### src/rtl/cut_bist_ctrl_if.sv
// Harness/CUT-facing bundle of the BIST controller: start/abort handshake,
// stimulus vector out, response vector in, and run status/signature.
interface cut_bist_ctrl_if #(
  parameter int IN_W  = 28,
  parameter int OUT_W = 23
);
  logic             start_i;
  logic             abort_i;
  logic [IN_W-1:0]  x_o;
  logic [OUT_W-1:0] resp_i;
  logic             busy_o;
  logic             done_o;
  logic             pass_o;
  logic [OUT_W-1:0] signature_o;

  // Harness/CUT side: issues commands, supplies responses, observes results.
  modport master (
    output start_i, abort_i, resp_i,
    input  x_o, busy_o, done_o, pass_o, signature_o
  );

  // Controller side.
  modport slave (
    input  start_i, abort_i, resp_i,
    output x_o, busy_o, done_o, pass_o, signature_o
  );
endinterface

### src/rtl/cut_bist_ctrl.sv
// BIST controller: drives a combinational CUT with Fibonacci-LFSR patterns,
// compacts each response into a MISR and flags whether the final signature
// equals the golden value. One pattern is applied and absorbed per cycle.
module cut_bist_ctrl #(
  parameter int              IN_W       = 28,
  parameter int              OUT_W      = 23,
  parameter int              N_PATTERNS = 1024,
  parameter logic [IN_W-1:0]  LFSR_SEED = 28'h0000001,
  parameter logic [IN_W-1:0]  LFSR_POLY = 28'h9000000,
  parameter logic [OUT_W-1:0] MISR_POLY = 23'h420000,
  parameter logic [OUT_W-1:0] GOLDEN    = 23'h0
) (
  input logic              clk,
  input logic              rst,
  cut_bist_ctrl_if.slave   bus
);

  localparam int CNT_W = $clog2(N_PATTERNS + 1);
  localparam logic [CNT_W-1:0] CNT_ONE  = CNT_W'(32'd1);
  localparam logic [CNT_W-1:0] CNT_LAST = CNT_W'(N_PATTERNS - 1);
  // An all-zero seed would lock the LFSR, so it is replaced by 1.
  localparam logic [IN_W-1:0] SEED_EFF =
    (LFSR_SEED == {IN_W{1'b0}}) ? {{(IN_W-1){1'b0}}, 1'b1} : LFSR_SEED;

  typedef enum logic [1:0] {
    ST_IDLE = 2'd0,
    ST_RUN  = 2'd1,
    ST_DONE = 2'd2
  } state_t;

  // Fibonacci LFSR step: shift left, parity of tapped bits enters at bit 0.
  function automatic logic [IN_W-1:0] lfsr_next(input logic [IN_W-1:0] v);
    return {v[IN_W-2:0], ^(v & LFSR_POLY)};
  endfunction

  // MISR step: same shift/feedback structure with the response folded in.
  function automatic logic [OUT_W-1:0] misr_next(input logic [OUT_W-1:0] m,
                                                 input logic [OUT_W-1:0] r);
    return {m[OUT_W-2:0], ^(m & MISR_POLY)} ^ r;
  endfunction

  state_t           state_r, state_s;
  logic [IN_W-1:0]  x_r, x_s;
  logic [OUT_W-1:0] sig_r, sig_s;
  logic [OUT_W-1:0] misr_s;
  logic [CNT_W-1:0] cnt_r, cnt_s;
  logic             pass_r, pass_s;
  logic             busy_r, busy_s;
  logic             done_r, done_s;

  // State register.
  always_ff @(posedge clk or posedge rst) begin
    if (rst) begin
      state_r <= ST_IDLE;
    end else begin
      state_r <= state_s;
    end
  end

  // Next-state and datapath update: start wins outside RUN, abort wins in RUN.
  always_comb begin
    state_s = state_r;
    x_s     = x_r;
    sig_s   = sig_r;
    cnt_s   = cnt_r;
    pass_s  = pass_r;
    misr_s  = misr_next(sig_r, bus.resp_i);
    case (state_r)
      ST_IDLE, ST_DONE: begin
        if (bus.start_i) begin
          state_s = ST_RUN;
          x_s     = SEED_EFF;
          sig_s   = {OUT_W{1'b0}};
          cnt_s   = {CNT_W{1'b0}};
          pass_s  = 1'b0;
        end else begin
          state_s = state_r;
        end
      end
      ST_RUN: begin
        if (bus.abort_i) begin
          // Abandon the run without absorbing the current response.
          state_s = ST_IDLE;
        end else begin
          sig_s = misr_s;
          cnt_s = cnt_r + CNT_ONE;
          if (cnt_r == CNT_LAST) begin
            state_s = ST_DONE;
            pass_s  = (misr_s == GOLDEN);
          end else begin
            x_s = lfsr_next(x_r);
          end
        end
      end
      default: begin
        state_s = ST_IDLE;
      end
    endcase
    busy_s = (state_s == ST_RUN);
    done_s = (state_s == ST_DONE);
  end

  // Datapath and status registers; status flags track the registered state.
  always_ff @(posedge clk or posedge rst) begin
    if (rst) begin
      x_r    <= {IN_W{1'b0}};
      sig_r  <= {OUT_W{1'b0}};
      cnt_r  <= {CNT_W{1'b0}};
      pass_r <= 1'b0;
      busy_r <= 1'b0;
      done_r <= 1'b0;
    end else begin
      x_r    <= x_s;
      sig_r  <= sig_s;
      cnt_r  <= cnt_s;
      pass_r <= pass_s;
      busy_r <= busy_s;
      done_r <= done_s;
    end
  end

  assign bus.x_o         = x_r;
  assign bus.signature_o = sig_r;
  assign bus.busy_o      = busy_r;
  assign bus.done_o      = done_r;
  assign bus.pass_o      = pass_r;

endmodule

### src/flat_wrapper.sv
// flat-port wrapper written by rule: the top's interface ports become plain ports
module cut_bist_ctrl_flat 
#(
  parameter int              IN_W       = 28,
  parameter int              OUT_W      = 23,
  parameter int              N_PATTERNS = 1024,
  parameter logic [IN_W-1:0]  LFSR_SEED = 28'h0000001,
  parameter logic [IN_W-1:0]  LFSR_POLY = 28'h9000000,
  parameter logic [OUT_W-1:0] MISR_POLY = 23'h420000,
  parameter logic [OUT_W-1:0] GOLDEN    = 23'h0
)
  (clk, rst, bus_start_i, bus_abort_i, bus_resp_i, bus_x_o, bus_busy_o, bus_done_o, bus_pass_o, bus_signature_o);
  cut_bist_ctrl_if #(.IN_W(IN_W), .OUT_W(OUT_W)) bus_i ();
  input logic clk;
  input logic rst;
  input wire logic [$bits(bus_i.start_i)-1:0] bus_start_i;
  input wire logic [$bits(bus_i.abort_i)-1:0] bus_abort_i;
  input wire logic [$bits(bus_i.resp_i)-1:0] bus_resp_i;
  output wire logic [$bits(bus_i.x_o)-1:0] bus_x_o;
  output wire logic [$bits(bus_i.busy_o)-1:0] bus_busy_o;
  output wire logic [$bits(bus_i.done_o)-1:0] bus_done_o;
  output wire logic [$bits(bus_i.pass_o)-1:0] bus_pass_o;
  output wire logic [$bits(bus_i.signature_o)-1:0] bus_signature_o;
  assign bus_i.start_i = bus_start_i;
  assign bus_i.abort_i = bus_abort_i;
  assign bus_i.resp_i = bus_resp_i;
  assign bus_x_o = bus_i.x_o;
  assign bus_busy_o = bus_i.busy_o;
  assign bus_done_o = bus_i.done_o;
  assign bus_pass_o = bus_i.pass_o;
  assign bus_signature_o = bus_i.signature_o;
  cut_bist_ctrl #(.IN_W(IN_W), .OUT_W(OUT_W), .N_PATTERNS(N_PATTERNS), .LFSR_SEED(LFSR_SEED), .LFSR_POLY(LFSR_POLY), .MISR_POLY(MISR_POLY), .GOLDEN(GOLDEN)) u_core (.clk(clk), .rst(rst), .bus(bus_i));
endmodule
### config.mk
export PLATFORM = sky130hd
export DESIGN_NAME = cut_bist_ctrl_flat
export DESIGN_NICKNAME = d
export VERILOG_FILES = /design/src/rtl/cut_bist_ctrl_if.sv /design/src/rtl/cut_bist_ctrl.sv /design/src/flat_wrapper.sv
export SDC_FILE = /design/constraint.sdc
export NUM_CORES = 1
export LEC_CHECK = 0
export BUFFER_PORTS_ARGS = -buffer_cell sky130_fd_sc_hd__clkbuf_2
export CAP_MARGIN = 20
export CORE_MARGIN = 4
export CORE_UTILIZATION = 44
export DETAILED_ROUTE_END_ITERATION = 6
export MAX_ROUTING_LAYER = met4
export PLACE_DENSITY = 0.67
export SYNTH_ARGS = -nofsm -noshare
export SYNTH_HDL_FRONTEND = slang
export SYNTH_SLANG_ARGS = --single-unit
### constraint.sdc
create_clock -name clk -period 2 [get_ports clk]
set_clock_uncertainty 0.15 [all_clocks]
set_input_delay 0.4 -clock clk [delete_from_list [all_inputs] [get_ports clk]]
set_output_delay 0.4 -clock clk [all_outputs]
set_load 0.05 [all_outputs]
==> results of run 1 <==
per-stage QoR:
stage	utilization, %	hold slack [ps]	power [mW]	cell area [um2]	setup slack [ps]
finish	57.6	-24.1	4.20	3980	135
global route	57.6	23.5	4.41	3980	39.7
CTS	57.6	0.939	4.23	3980	139
detailed placement	54.3	359	2.97	3750	149
global placement	54.3	356	2.95	3750	211
floorplan	-	347	2.59	3170	138
cells in the final DEF, fill, tap and decap left out, types with 17 or more instances in the layout:
master	n
clkbuf_2	80
nand3_1	28
buf_4	17
nand2_1	64
o211ai_1	27
o21ai_0	33
xor2_1	22
dfrtp_1	67
registers in the layout (all words and copies together) (netlist names):
name                    count
u_core.bus.busy_o           1
u_core.bus.done_o           1
u_core.bus.pass_o           1
u_core.bus.signature_o     23
u_core.bus.x_o             28
u_core.cnt_r               11
u_core.state_r              2
tightest hold or removal path, cell delays in order:
cell and delay, ps:
clkbuf_2 100, clkinvlp_4 70, buf_12 290
worst paths after layout:
check	endpoint	slack, ps	cells after the start
max reg2reg	u_core.bus.x_o[2]$_DFFE_PP0P_	140	6
max in group asynchronous	u_core.bus.x_o[11]$_DFFE_PP0P_	1420	3
min in group clk	u_core.state_r[1]$_DFF_PP0_	160	2
max	u_core.bus.x_o[2]$_DFFE_PP0P_	140	6
min reg2reg	u_core.cnt_r[10]$_DFFE_PP0P_	390	1
min	u_core.bus.signature_o[11]$_DFFE_PP0P_	-20	3
per-layer routing:
metal	vias to the layer above	share of wire, %
met5	-	0
met4	0	1.6
met3	11	5.5
met2	85	45
met1	1316	48
li1	1303	-
cells by family after synthesis:
kind of cell,after synthesis
flip-flops,67
AND/OR/NAND/NOR,124
multiplexers,3
buffers and inverters,28
XOR/XNOR,33
AO/OA/AOI/OAI,70
adder cells (fa/ha/maj),1
power by group through the flow:
stage	registers [mW]	clock network, mW	logic [mW]
2_1_floorplan	2.19	0	0.403
3_3_place_gp	1.70	0	1.25
5_1_grt	1.70	1.35	1.36
4_1_cts	1.68	1.29	1.27
3_5_place_dp	1.70	0	1.27
6_report	1.68	1.26	1.26
area by class of cell:
| class | instances | area [um2] |
|---|---|---|
| Tap cell | 96 | 120 |
| Timing Repair Buffer | 98 | 548 |
| Inverter | 4 | 18.8 |
| Fill cell | 621 | 2930 |
| Sequential cell | 67 | 1680 |
| Clock inverter | 4 | 73.8 |
| Clock buffer | 11 | 151 |
| Multi-Input combinational cell | 231 | 1390 |
==> summary.md, run 1 <==
| Metric | Value |
|---|---|
| WP data required | `2060 ps` |
| CTS tree | `done` |
| Combinational group share of total power | `30.0%` |
| Routability cong. | `0.825` |
| Tcrit/Tclk final | `93.2%` |
| Yosys cell types | `34` |
| GR Overflow Total | `0` |
| Via Count | `2715` |
| Layout area overhead | `25.4%` |
| Met3 Use GR | `3.33%` |
| Largest net degree at the start of global routing | `68` |
| Final hold violation count | `31` |
| All-Layer GR Usage | `19.3%` |
| Die width | `92.9 um` |
| PwrDens | `1060 nW/um2` |
| Clock buffer depth | `2` |
| Async set-reset flop share out of synthesis | `100%` |
| MaxCap Viol Count | `0` |
| Port bufs | `80` |
| Num CTS Buffers | `9` |
| Post-cts resize count | `0` |
| Max Freq | `536 MHz` |
| Synth area leaders | `dfrtp_1 53%, nand2_1 7.6%, o211ai_1 6.4%` |
| H-tree depth | `3` |
| Post-CTS Setup Inserts | `0` |
| Top-area cell type share of the netlist area | `52.9%` |
| Final ANT Viol Nets | `0` |
| GR Util met1 | `27.2%` |
| Clock slew at reported path FFs | `70 ps` |
| Switching Share | `37.9%` |
| First-pass GRT wire length | `12900 um` |
| Worst Setup End Kind | `flop` |
| Startpoint class of the critical path | `flop` |
| Initial antenna violation count | `0` |
| Worst Path Class, Setup | `reg2reg` |
| Cell Count Post-Placement | `496` |
| Most common flop cell mapped by yosys | `dfrtp_1` |
| Setup TNS Final | `0 ps` |
| Hold buffer count at CTS | `0` |
| Routed WL | `7510 um` |
| DR vias/cell | `5.31` |
| Clock Root Buffer | `clkbuf_8` |
| Synthesized area | `3170 um2` |
| Avg Synthesized Cell Area | `9.73 um2` |
| Top Ports | `81` |
| Post-Synth Adder-Cell Area | `0.395%` |
| Clock network power share | `30.1%` |
| Worst Hold Class | `in2async` |
| Row cnt | `30` |
| Die ar. | `8630 um2` |
| Share of layout cells above drive strength 1 | `29.2%` |
| # DRC | `0` |
| Insertion delay to the later sink of the worst-skew pair | `340 ps` |
| Critical path arrival | `1930 ps` |
| Fin cells | `511` |
| Syn Nets | `354` |
| CORE AREA | `6910 um2` |
| Reg2reg start | `u_core.cnt_r[0]$_DFFE_PP0P_` |
| Slew HR | `75.2%` |
| Xor and xnor area share after synthesis | `9.12%` |
| Clock sinks | `67` |
| Most Crowded Layer GR | `met2` |
| Antenna cells | `0` |
| Final Max Tran Viols | `0` |
| Die Y | `92.9 um` |
| Internal Power | `2.61 mW` |
| Largest family of logic cells by synthesized area | `simple AND/OR/NAND/NOR gates` |
| Top cells by count, synth | `67 x dfrtp_1, 64 x nand2_1, 33 x o21ai_0, 28 x nand3_1, 27 x o211ai_1` |
| Crit path cell chain | `ha_1 > and4_1 > nand3_2 > o21a_1 > buf_4 > o21ai_0` |
| Failing checks | `hold timing` |
| Starting Density | `45.9%` |
| Largest fanout on the critical path | `18` |
| Post-layout min period | `1860 ps` |
| Worst slew pin tran | `372 ps` |
| Top-count cell post-synth | `dfrtp_1` |
| Synth area leader | `dfrtp_1` |
| NetSw | `1.59 mW` |
| Slowest stage delay, CP | `390 ps` |
| Syn Inst Count | `326` |
| Yosys reg bits | `67` |
| Sequential area share after synthesis | `52.9%` |
| Synth Area in Compound Gates | `14.6%` |
| RSZ-0062 raised after global routing | `false` |
| Outcome | `complete, but fails checks` |
| Slowest cell on crit path | `dfrtp_1` |
| CP Buf/Inv Count | `1` |
| Vias in the first global route | `2641` |
| WHS | `-24.1 ps` |
| Synth Area in Simple Gates | `18.2%` |
| Initial DRC count | `187` |
| Post-synth EDFFs | `0` |
| Largest delay share family, worst path | `flip-flops` |
| Worst IR Drop VDD | `0.000594 V` |
| Leakage | `1.93 nW` |
| Reg power frac | `40.0%` |
| HPWL Detailed | `5220 um` |
| CP Launch Point | `u_core.cnt_r[0]$_DFFE_PP0P_` |
| Synthesis warning total | `0` |
| Met2 Use GR | `28.1%` |
| Post-DR wirelength/cell | `14.7 um` |
| Setup-failing EPs final | `0` |
| DRT Pass-1 Iters | `4` |
| NumNets Final | `439` |
| Mux cell area share after synthesis | `1.10%` |
Power figures use the tool's default switching activity.
==> inputs of run 2 (changes only) <==
- BUFFER_PORTS_ARGS: -buffer_cell sky130_fd_sc_hd__clkbuf_2 -> -buffer_cell sky130_fd_sc_hd__buf_4
==> run 2 against run 1 <==
  * The flow still finishes with violations (hold timing)
  * Worst setup slack better by 64 ps
  * Register-to-register slack better by 60 ps
  * Wire length increased by 2.9%
  * Clock power increased by 7%
  * Largest cell class unchanged
==> summary.md, run 2 (synthesis gave the netlist of run 1 again) <==
| Metric | Value |
|---|---|
| Outcome | `complete, but fails checks (unchanged)` |
| Failing checks | `hold timing (unchanged)` |
| PwrDens | `1050 nW/um2 (was 1060 nW/um2)` |
| Die width | `92.9 um (unchanged)` |
| Slew HR | `58.9% (was 75.2%)` |
| Layout area overhead | `32.4% (was 25.4%)` |
| Worst Path Class, Setup | `reg2reg (unchanged)` |
| Via Count | `2693 (was 2715)` |
| Final ANT Viol Nets | `0 (unchanged)` |
| MaxCap Viol Count | `0 (unchanged)` |
| Vias in the first global route | `2584 (was 2641)` |
| Port bufs | `80 (unchanged)` |
| Startpoint class of the critical path | `flop (unchanged)` |
| Final worst slack | `200 ps (was 135 ps)` |
| Leakage | `1.99 nW (was 1.93 nW)` |
| Tcrit/Tclk final | `90.0% (was 93.2%)` |
| Worst Hold Class | `in2async (unchanged)` |
| Largest fanout on the critical path | `6 (was 18)` |
| Fin cells | `512 (was 511)` |
| Setup-failing EPs final | `0 (unchanged)` |
| Post-layout instance area | `4200 um2 (was 3980 um2)` |
| Post-DR wirelength/cell | `15.1 um (was 14.7 um)` |
| Hold buffer count at CTS | `0 (unchanged)` |
| Final Max Tran Viols | `0 (unchanged)` |
| Row cnt | `30 (unchanged)` |
| Insertion delay to the later sink of the worst-skew pair | `330 ps (was 340 ps)` |
| First-pass GRT wire length | `12900 um (about the same)` |
| Routed WL | `7720 um (was 7510 um)` |
| Cell Count Post-Placement | `496 (unchanged)` |
| All-Layer GR Usage | `19.2% (was 19.3%)` |
| Most frequent cells in the layout | `97 x buf_4, 67 x dfrtp_1, 64 x nand2_1 (was 80 x clkbuf_2, 67 x dfrtp_1, 64 x nand2_1)` |
| Final hold violation count | `7 (was 31)` |
| Clock buffer depth | `2 (unchanged)` |
| Post-layout util | `60.8% (was 57.6%)` |
| Top Ports | `81 (unchanged)` |
| Share of layout cells above drive strength 1 | `29.6% (was 29.2%)` |
| DP Worst Slack | `85.1 ps (was 149 ps)` |
| H-tree depth | `3 (unchanged)` |
| Worst IR Drop VDD | `0.000743 V (was 0.000594 V)` |
| Commonest non-fill, non-tap cell in the layout | `buf_4 (was clkbuf_2)` |
| HPWL Detailed | `5390 um (was 5220 um)` |
| # DRC | `0 (unchanged)` |
| Setup TNS Final | `0 ps (unchanged)` |
| CTS tree | `done (unchanged)` |
| NumNets Final | `439 (unchanged)` |
| WP data required | `2070 ps (was 2060 ps)` |
| Post-CTS Setup Inserts | `0 (unchanged)` |
| Num CTS Buffers | `9 (unchanged)` |
| GR Overflow Total | `0 (unchanged)` |
| Slowest cell on crit path | `or3b_1 (was dfrtp_1)` |
| WHS | `-1.17 ps (was -24.1 ps)` |
| Post-layout min period | `1800 ps (was 1860 ps)` |
| Die Y | `92.9 um (unchanged)` |
| Post-cts resize count | `0 (unchanged)` |
| DR vias/cell | `5.26 (was 5.31)` |
| Initial DRC count | `103 (was 187)` |
| Largest net degree at the start of global routing | `68 (unchanged)` |
| Max reg flops | `28 (unchanged)` |
| Placed cell area | `3950 um2 (was 3750 um2)` |
| Clock slew at reported path FFs | `70 ps (about the same)` |
| Routability cong. | `0.839 (was 0.825)` |
| RSZ-0062 raised after global routing | `false (unchanged)` |
| Slowest stage delay, CP | `530 ps (was 390 ps)` |
| CORE AREA | `6910 um2 (unchanged)` |
| Die ar. | `8630 um2 (unchanged)` |
| Critical path arrival | `1870 ps (was 1930 ps)` |
| Clock sinks | `67 (unchanged)` |
| Worst Setup End Kind | `flop (unchanged)` |
| Initial antenna violation count | `0 (unchanged)` |
| Antenna cells | `0 (unchanged)` |
| Clock Root Buffer | `clkbuf_8 (unchanged)` |
| DRT Pass-1 Iters | `4 (unchanged)` |
| Max Freq | `555 MHz (was 536 MHz)` |
| Crit path cell chain | `or3b_1 > a2111oi_4 > xnor2_1 > nor2_1 (was ha_1 > and4_1 > nand3_2 > o21a_1 > buf_4 > o21ai_0)` |
| Starting Density | `45.9% (unchanged)` |
| Worst slew pin tran | `615 ps (was 372 ps)` |
-- run 2: power by group --
group / switching, mW / internal (mW) / total, mW
logic: 0.929 / 0.431 / 1.36
clock network: 0.507 / 0.839 / 1.35
registers: 0.172 / 1.52 / 1.69
total: 1.61 / 2.79 / 4.39
-- run 2: critical path, delay by kind of cell (launching register included) --
| family | cells | cell delay (ps) |
|---|---|---|
| flops | 1 | 430 |
| xor+xnor | 1 | 180 |
| simple gates | 2 | 590 |
| compound gates | 1 | 340 |
-- run 2: layout make-up --
class,count,area (um2)
timing repair buffer,98,748
multi-input combinational,231,1390
clock inverter,3,67.6
inverter,4,18.8
clock buffer,13,179
tap,96,120
fill,635,2710
sequential,67,1680
-- run 2: worst paths after layout --
check / from / endpoint / slack, ps / cells after the start
setup / recovery: u_core.state_r[1]$_DFF_PP0_ / u_core.cnt_r[8]$_DFFE_PP0P_ / 200 / 4
hold / removal: rst / u_core.bus.x_o[6]$_DFFE_PP0P_ / -1 / 3
setup reg to reg: u_core.state_r[1]$_DFF_PP0_ / u_core.cnt_r[8]$_DFFE_PP0P_ / 200 / 4
hold reg to reg: u_core.cnt_r[9]$_DFFE_PP0P_ / u_core.cnt_r[9]$_DFFE_PP0P_ / 390 / 2
max in group asynchronous: rst / u_core.bus.x_o[26]$_DFFE_PP0P_ / 1420 / 3
min in group clk: bus_start_i / u_core.bus.done_o$_DFF_PP0_ / 130 / 2
-- run 2: stage by stage --
step | hold WS, ps | total power [mW]
floorplan | 347 | 2.59
global placement | 358 | 3.06
detailed placement | 374 | 3.08
CTS | 13.8 | 4.42
global route | 31.7 | 4.59
finish | -1.17 | 4.39
-- run 2: per-layer routing --
metal	track usage, %	share of wire, %
met1	26.8	47
met2	28.1	45
met3	3.49	6.1
met4	6.96	1.6
met5	-	0
